<file path="src/rtl/decoder_scan_sequencer.sv">
// Drives the select code {a,b,c} and enable e of a 3-to-8 decoder, stepping
// through the outputs at a prescaled rate in up, down, bounce or hold order.
module decoder_scan_sequencer #(
  parameter int TICK_DIV  = 4,
  parameter int DIV_WIDTH = 4
) (
  input  logic       clk,
  input  logic       rst_n,
  input  logic       run,
  input  logic [1:0] mode,
  input  logic       load,
  input  logic [2:0] load_val,
  output logic       e,
  output logic       a,
  output logic       b,
  output logic       c,
  output logic       step_tick,
  output logic       wrap
);

  typedef enum logic {IDLE = 1'b0, ACTIVE = 1'b1} state_t;

  localparam logic [1:0] MODE_UP     = 2'b00;
  localparam logic [1:0] MODE_DOWN   = 2'b01;
  localparam logic [1:0] MODE_BOUNCE = 2'b10;
  localparam logic       DIR_UP      = 1'b0;
  localparam logic       DIR_DOWN    = 1'b1;
  localparam logic [DIV_WIDTH-1:0] TERM = DIV_WIDTH'(TICK_DIV - 1);

  state_t               state_q, state_d;
  logic [2:0]           pos_q, pos_d;
  logic                 dir_q, dir_d;
  logic [DIV_WIDTH-1:0] presc_q, presc_d;
  logic                 tick_q, tick_d;
  logic                 wrap_q, wrap_d;

  // Load wins over stepping; otherwise a step happens on prescaler terminal count.
  always_comb begin
    state_d = run ? ACTIVE : IDLE;
    pos_d   = pos_q;
    dir_d   = dir_q;
    presc_d = presc_q;
    tick_d  = 1'b0;
    wrap_d  = 1'b0;
    if (load) begin
      pos_d   = load_val;
      presc_d = '0;
      dir_d   = DIR_UP;
    end else if (run) begin
      if (presc_q == TERM) begin
        presc_d = '0;
        tick_d  = 1'b1;
        case (mode)
          MODE_UP: begin
            pos_d  = pos_q + 3'd1;
            wrap_d = (pos_q == 3'd7);
          end
          MODE_DOWN: begin
            pos_d  = pos_q - 3'd1;
            wrap_d = (pos_q == 3'd0);
          end
          MODE_BOUNCE: begin
            if (dir_q == DIR_UP) begin
              if (pos_q == 3'd7) begin
                pos_d  = 3'd6;
                dir_d  = DIR_DOWN;
                wrap_d = 1'b1;
              end else begin
                pos_d = pos_q + 3'd1;
              end
            end else begin
              if (pos_q == 3'd0) begin
                pos_d  = 3'd1;
                dir_d  = DIR_UP;
                wrap_d = 1'b1;
              end else begin
                pos_d = pos_q - 3'd1;
              end
            end
          end
          default: begin
            pos_d = pos_q;
          end
        endcase
      end else begin
        presc_d = presc_q + DIV_WIDTH'(1);
      end
    end else begin
      presc_d = '0;
    end
  end

  always_ff @(posedge clk or negedge rst_n) begin
    if (!rst_n) begin
      state_q <= IDLE;
      pos_q   <= 3'd0;
      dir_q   <= DIR_UP;
      presc_q <= '0;
      tick_q  <= 1'b0;
      wrap_q  <= 1'b0;
    end else begin
      state_q <= state_d;
      pos_q   <= pos_d;
      dir_q   <= dir_d;
      presc_q <= presc_d;
      tick_q  <= tick_d;
      wrap_q  <= wrap_d;
    end
  end

  // The one-bit state flop doubles as the decoder enable.
  assign e         = (state_q == ACTIVE);
  assign a         = pos_q[2];
  assign b         = pos_q[1];
  assign c         = pos_q[0];
  assign step_tick = tick_q;
  assign wrap      = wrap_q;

endmodule

</file>
<file path="config.mk">
export PLATFORM = sky130hd
export DESIGN_NAME = decoder_scan_sequencer
export DESIGN_NICKNAME = d
export VERILOG_FILES = /design/src/rtl/decoder_scan_sequencer.sv
export SDC_FILE = /design/constraint.sdc
export NUM_CORES = 1
export LEC_CHECK = 0
export BUFFER_PORTS_ARGS = -buffer_cell sky130_fd_sc_hd__clkbuf_2
export CAP_MARGIN = 20
export CORE_MARGIN = 4
export CORE_UTILIZATION = 50
export CTS_BUF_LIST = sky130_fd_sc_hd__clkbuf_2 sky130_fd_sc_hd__clkbuf_4 sky130_fd_sc_hd__clkbuf_8
export DETAILED_ROUTE_END_ITERATION = 8
export GPL_TIMING_DRIVEN = 0
export PLACE_DENSITY = 0.73
export SLEW_MARGIN = 20
export SYNTH_ARGS = -nofsm -noshare
export SYNTH_HDL_FRONTEND = slang
export SYNTH_SLANG_ARGS = --single-unit
</file>
<file path="constraint.sdc">
create_clock -name clk -period 2.3 [get_ports clk]
set_input_delay 0.575 -clock clk [delete_from_list [all_inputs] [get_ports clk]]
set_output_delay 0.575 -clock clk [all_outputs]
set_load 0.02 [all_outputs]
</file>
# ---- Word-level counts from Yosys, hierarchy flattened
# Cells that the tools add are included.
dict set report op_classes {
  addsub 3
  eq_ne 4
  muxes 27
  n_reduce_logical 8
}
# operator n
set ops {}
lappend ops {{2-to-1 mux 3 bit} 6}
lappend ops {{2-to-1 mux 1 bit} 16}
lappend ops {{2-to-1 mux 4 bit} 3}
lappend ops {{one-hot mux 3 bit (3 select lines)} 1}
lappend ops {{AND reduction 3 bit} 2}
lappend ops {{nonzero test 2 bit} 3}
lappend ops {{adder 4 x 1 -> 4 bit, second input constant} 1}
lappend ops {{== test 4 x 2 -> 1 bit, second input constant} 1}
lappend ops {{nonzero test 4 bit} 1}
lappend ops {{adder 3 x 1 -> 3 bit, second input constant} 1}
lappend ops {{== test 3 bit, second input constant} 1}
lappend ops {{logical NOT 3 bit} 1}
lappend ops {{one-hot mux 1 bit (3 select lines)} 1}
lappend ops {{subtractor 3 x 1 -> 3 bit, second input constant} 1}
lappend ops {{== test 2 x 1 -> 1 bit, second input constant} 1}
lappend ops {{== test 2 bit, second input constant} 1}
lappend ops {{logical NOT 2 bit} 1}
dict set report totals {
  elab_cells 48
  reg_bits 11
  output_inout_bits 6
}

# ---- Logic depth before layout (Yosys ltp)
dict set report logic_depth {
  depth_word 7
  ltp_mapped 7
  mapped_depth_nobuf 7
}

# ---- Worst setup path before layout
# No wires, ideal clock.
dict set report synth_timing {
  path_kind {input -> register}
  start {input mode[0]}
  end {register pos_q[2]}
  setup_ns 0.122
  path_stages 6
  t_arrival_ns 1.690
  setup_slack_ns 0.488
  path_cell_list {inv_1 > ha_1 > or3_4 > a21oi_4 > inv_2 > a32o_1}
}
dict set report synth_between {
  elab_chain_cells 5
  word_cells_on_any_way 9
  cone_classes {eq/ne (2); mux (4); reduce/logical (3)}
}
# element line_no
set synth_lines {}
lappend synth_lines {{start: declaration} 10} ;# input logic [1:0] mode,
lappend synth_lines {{== test 2 bit (tied with other cells)} 53} ;# case (mode)
lappend synth_lines {{one-hot mux 3 bit (3 select lines)} 53}
lappend synth_lines {{2-to-1 mux 3 bit} 50} ;# if (presc_q == TERM) begin
lappend synth_lines {{2-to-1 mux 3 bit} 49} ;# end else if (run) begin
lappend synth_lines {{2-to-1 mux 3 bit} 45} ;# if (load) begin
lappend synth_lines {{end signal: assignment} 103} ;# pos_q <= pos_d;
lappend synth_lines {{end: declaration} 31} ;# logic [2:0] pos_q, pos_d;
# Parallel ways exist; a longest one is shown, timed or not. The select of a mux whose other input is x is not followed.
# A chain may end at the register's enable or synchronous reset.

# ---- Final worst setup path
dict set report layout_timing {
  start {register pos_q[0]}
  end {register pos_q[1]}
}
dict set report layout_between {
  elab_chain_cells 7
  word_cells_on_any_way 11
  cone_classes {add/sub (2); eq/ne (1); mux (7); reduce/logical (1)}
}
# element line_no
set layout_lines {}
lappend layout_lines {{adder 3 x 1 -> 3 bit (tied with other cells)} {55, 69}}
lappend layout_lines {{2-to-1 mux 3 bit (on tied branches)} {64, 72}}
lappend layout_lines {{2-to-1 mux 3 bit} 63} ;# if (dir_q == DIR_UP) begin
lappend layout_lines {{one-hot mux 3 bit (3 select lines) *} 53}
lappend layout_lines {{2-to-1 mux 3 bit *} 50}
lappend layout_lines {{2-to-1 mux 3 bit *} 49}
lappend layout_lines {{2-to-1 mux 3 bit *} 45}
# Every way passes the cells marked *; elsewhere a longest branch is shown, timed or not. The select of a mux whose other input is x is not followed.

==> impl_metrics.json <==
{
  "powerDensity_mw_per_mm2": 562.0,
  "worstSetupPathType": "reg -> reg",
  "end_kind": "register",
  "track_usage_pct": 17.44,
  "seq_area_frac_synth_pct": 35.43,
  "clk_latency_ns": 0.27,
  "firstDrtPassIters": 4,
  "fin_tns_setup_ns": 0,
  "grt_pass1_vias": 623,
  "drv_cap": 0,
  "cts_setup_buffers": 0,
  "start_util_pct": 56.20,
  "ys_top_cells_by_area": "dfrtp_1, ha_1, inv_1, a21oi_1, o21ai_0",
  "synth_cell_types": 34,
  "dpl_cell_area_sq_um": 860.8,
  "gp_congestion": 0.8030,
  "portBuffers": 13,
  "dieArea_sq_mm": 0.002249,
  "maxSlewViolCount": 0,
  "clk_pin_slew_ns": 0.07,
  "antenna_left": 0,
  "setup_viol": 0,
  "peakVddDrop_mv": 0.4098,
  "synthTopCellsByCount": "dfrtp_1, ha_1, inv_1, a21oi_1, o21ai_0",
  "crit_fanout": 5,
  "fillers": 121,
  "overflow": 0,
  "drt_iter0_markers": 20,
  "status": "complete, no violations",
  "critPathLaunchType": "register",
  "num_vias": 632,
  "cts_buffers": 3,
  "drc": 0,
  "max-slew-margin-rel_pct": 64.73,
  "layout-drive-gt1-share_pct": 26.32,
  "synth.top_cell.area_share_pct": 35.43,
  "required_ns": 2.43,
  "ioPinCount": 15,
  "die_h_microns": 47.42,
  "syn-num-nets": 97,
  "ys_ff_latch": 11,
  "nNetsFinal": 115,
  "cts_tree": "yes",
  "grt_max_degree": 12,
  "fmax_ghz": 0.5183,
  "cts_root_buf": "clkbuf_4",
  "finalInstanceArea_sq_um": 890.9,
  "area_growth_pct": 14.65,
  "synth-edff-count": 0,
  "hpwlAfterDp_microns": 1237,
  "wire_per_inst_microns": 14.05,
  "worstPathArrival_ns": 2.06,
  "worstHoldPathType": "in -> async",
  "p_leak_uw": 0.0004436,
  "cts-resized-gates": 0,
  "antenna_found_initial": 0,
  "n_antenna_cell": 0,
  "grt_pass1_wl_microns": 2739,
  "clock-sinks": 11,
  "finalHoldViolations": 0,
  "holdBufCountCts": 0,
  "clock_skew_ns": 0.0004622,
  "vias_per_cell": 5.745,
  "synth_area_sq_um": 777.0,
  "period_share_pct": 83.88,
  "avgSynthCellArea_sq_um": 9.961,
  "period_needed_ns": 1.929,
  "core.rowCount": 13,
  "max_slew.worst_pin.slew_ns": 0.5157,
  "wl_microns": 1546,
  "syn_inst": 78,
  "htree_num_levels": 1,
  "clock_path_buffers": 2,
  "synth.most_common_cell": "dfrtp_1",
  "synth_flop_cell": "dfrtp_1",
  "die-width_microns": 47.42,
  "yosysWarnings": 0,
  "placeableCoreArea_sq_mm": 0.001383,
  "async_flop_share_pct": 100.0,
  "rsz0062_at_grt": "false",
  "yosysTopAreaCell": "dfrtp_1"
}
[power by group]
part | internal, uW | switching (uW) | leakage (uW)
Sequential | 204 | 11.9 | 0.000144
Clock | 78.9 | 63.5 | 0.0000184
Combinational | 59.8 | 82.5 | 0.000281
Total | 343 | 158 | 0.000444
[final timing paths]
path	endpoint	slack [ns]	depth (start not counted)	start
min in group clk	e	0.44	1	run
min	wrap	0.17	1	rst_n
max reg2reg	pos_q[1]	0.37	6	pos_q[0]
max	pos_q[1]	0.37	6	pos_q[0]
max in group asynchronous	pos_q[2]	1.92	1	rst_n
min reg2reg	presc_q[0]	0.47	1	presc_q[0]
[per-stage QoR]
stage / power, uW / utilization [%] / setup WS (ns) / instances / hold slack [ns]
finish: 500.6 / 64.43 / 0.3708 / 110 / 0.1688
floorplan: 318.7 / - / 0.4880 / 78 / 0.2794
global placement: 357.5 / 62.26 / 0.1191 / 106 / 0.4606
CTS: 504.2 / 64.43 / 0.3369 / 110 / 0.1728
detailed placement: 360.6 / 62.26 / 0.09971 / 106 / 0.4649
global route: 532.3 / 64.43 / 0.1909 / 110 / 0.1833
[metal layers]
layer	routed length, microns	part of all wire, %	track usage [%]
met5	0	0	0
met3	114	7.4	5.639
met2	736	48	28.88
met4	0	0	4.972
met1	694	45	21.61
[sequential cells by signal, summed over array words and instances, names as in the netlist]
register	count
presc_q	4
wrap	1
e	1
step_tick	1
pos_q	3
dir_q	1
[critical path, stage by stage, from the launching register on]
cell and delay (ns):
dfrtp_1 0.43, ha_1 0.23, ha_1 0.23, nor3_1 0.19
a211oi_1 0.07, a2111oi_0 0.52, o22ai_1 0.12
[placed cells by master (no fill, tap or decap), types with 2 or more instances in the layout]
cell type  synthesis  routed
ha_1              10      10
a221oi_1           2       2
inv_1              9       9
o21ai_0            4       4
nand2b_1           3       3
a21oi_1            4       4
dfrtp_1           11      11
nand3b_1           2       2
nor2_1             3       3
clkbuf_4           0       4
nand3_1            2       2
nor2b_1            3       3
clkbuf_2           0      13
nor3b_1            2       2
nor3_1             2       2
[final cells by class]
class	instances	area, sq um	area share [%]
multi-input cells	56	456.7	51.26
inverters	10	37.54	4.213
well taps	15	18.77	2.107
plain buffers	1	7.507	0.8427
clock buffers	4	30.03	3.371
flip-flops and latches	11	275.3	30.90
repair buffers	13	65.06	7.303
[logic make-up (layout without fill, tap and decap cells)]
kind of cell | Yosys count | in the layout | share of synthesized area, %
simple gates | 23 | 23 | 19.81
fa+ha+maj | 10 | 10 | 16.10
mux | 1 | 1 | 1.288
flops | 11 | 11 | 35.43
xor+xnor | 1 | 1 | 1.127
buf+inv | 11 | 28 | 5.797
compound gates | 21 | 21 | 20.45
No activity file was read; power rests on OpenSTA's default activity.
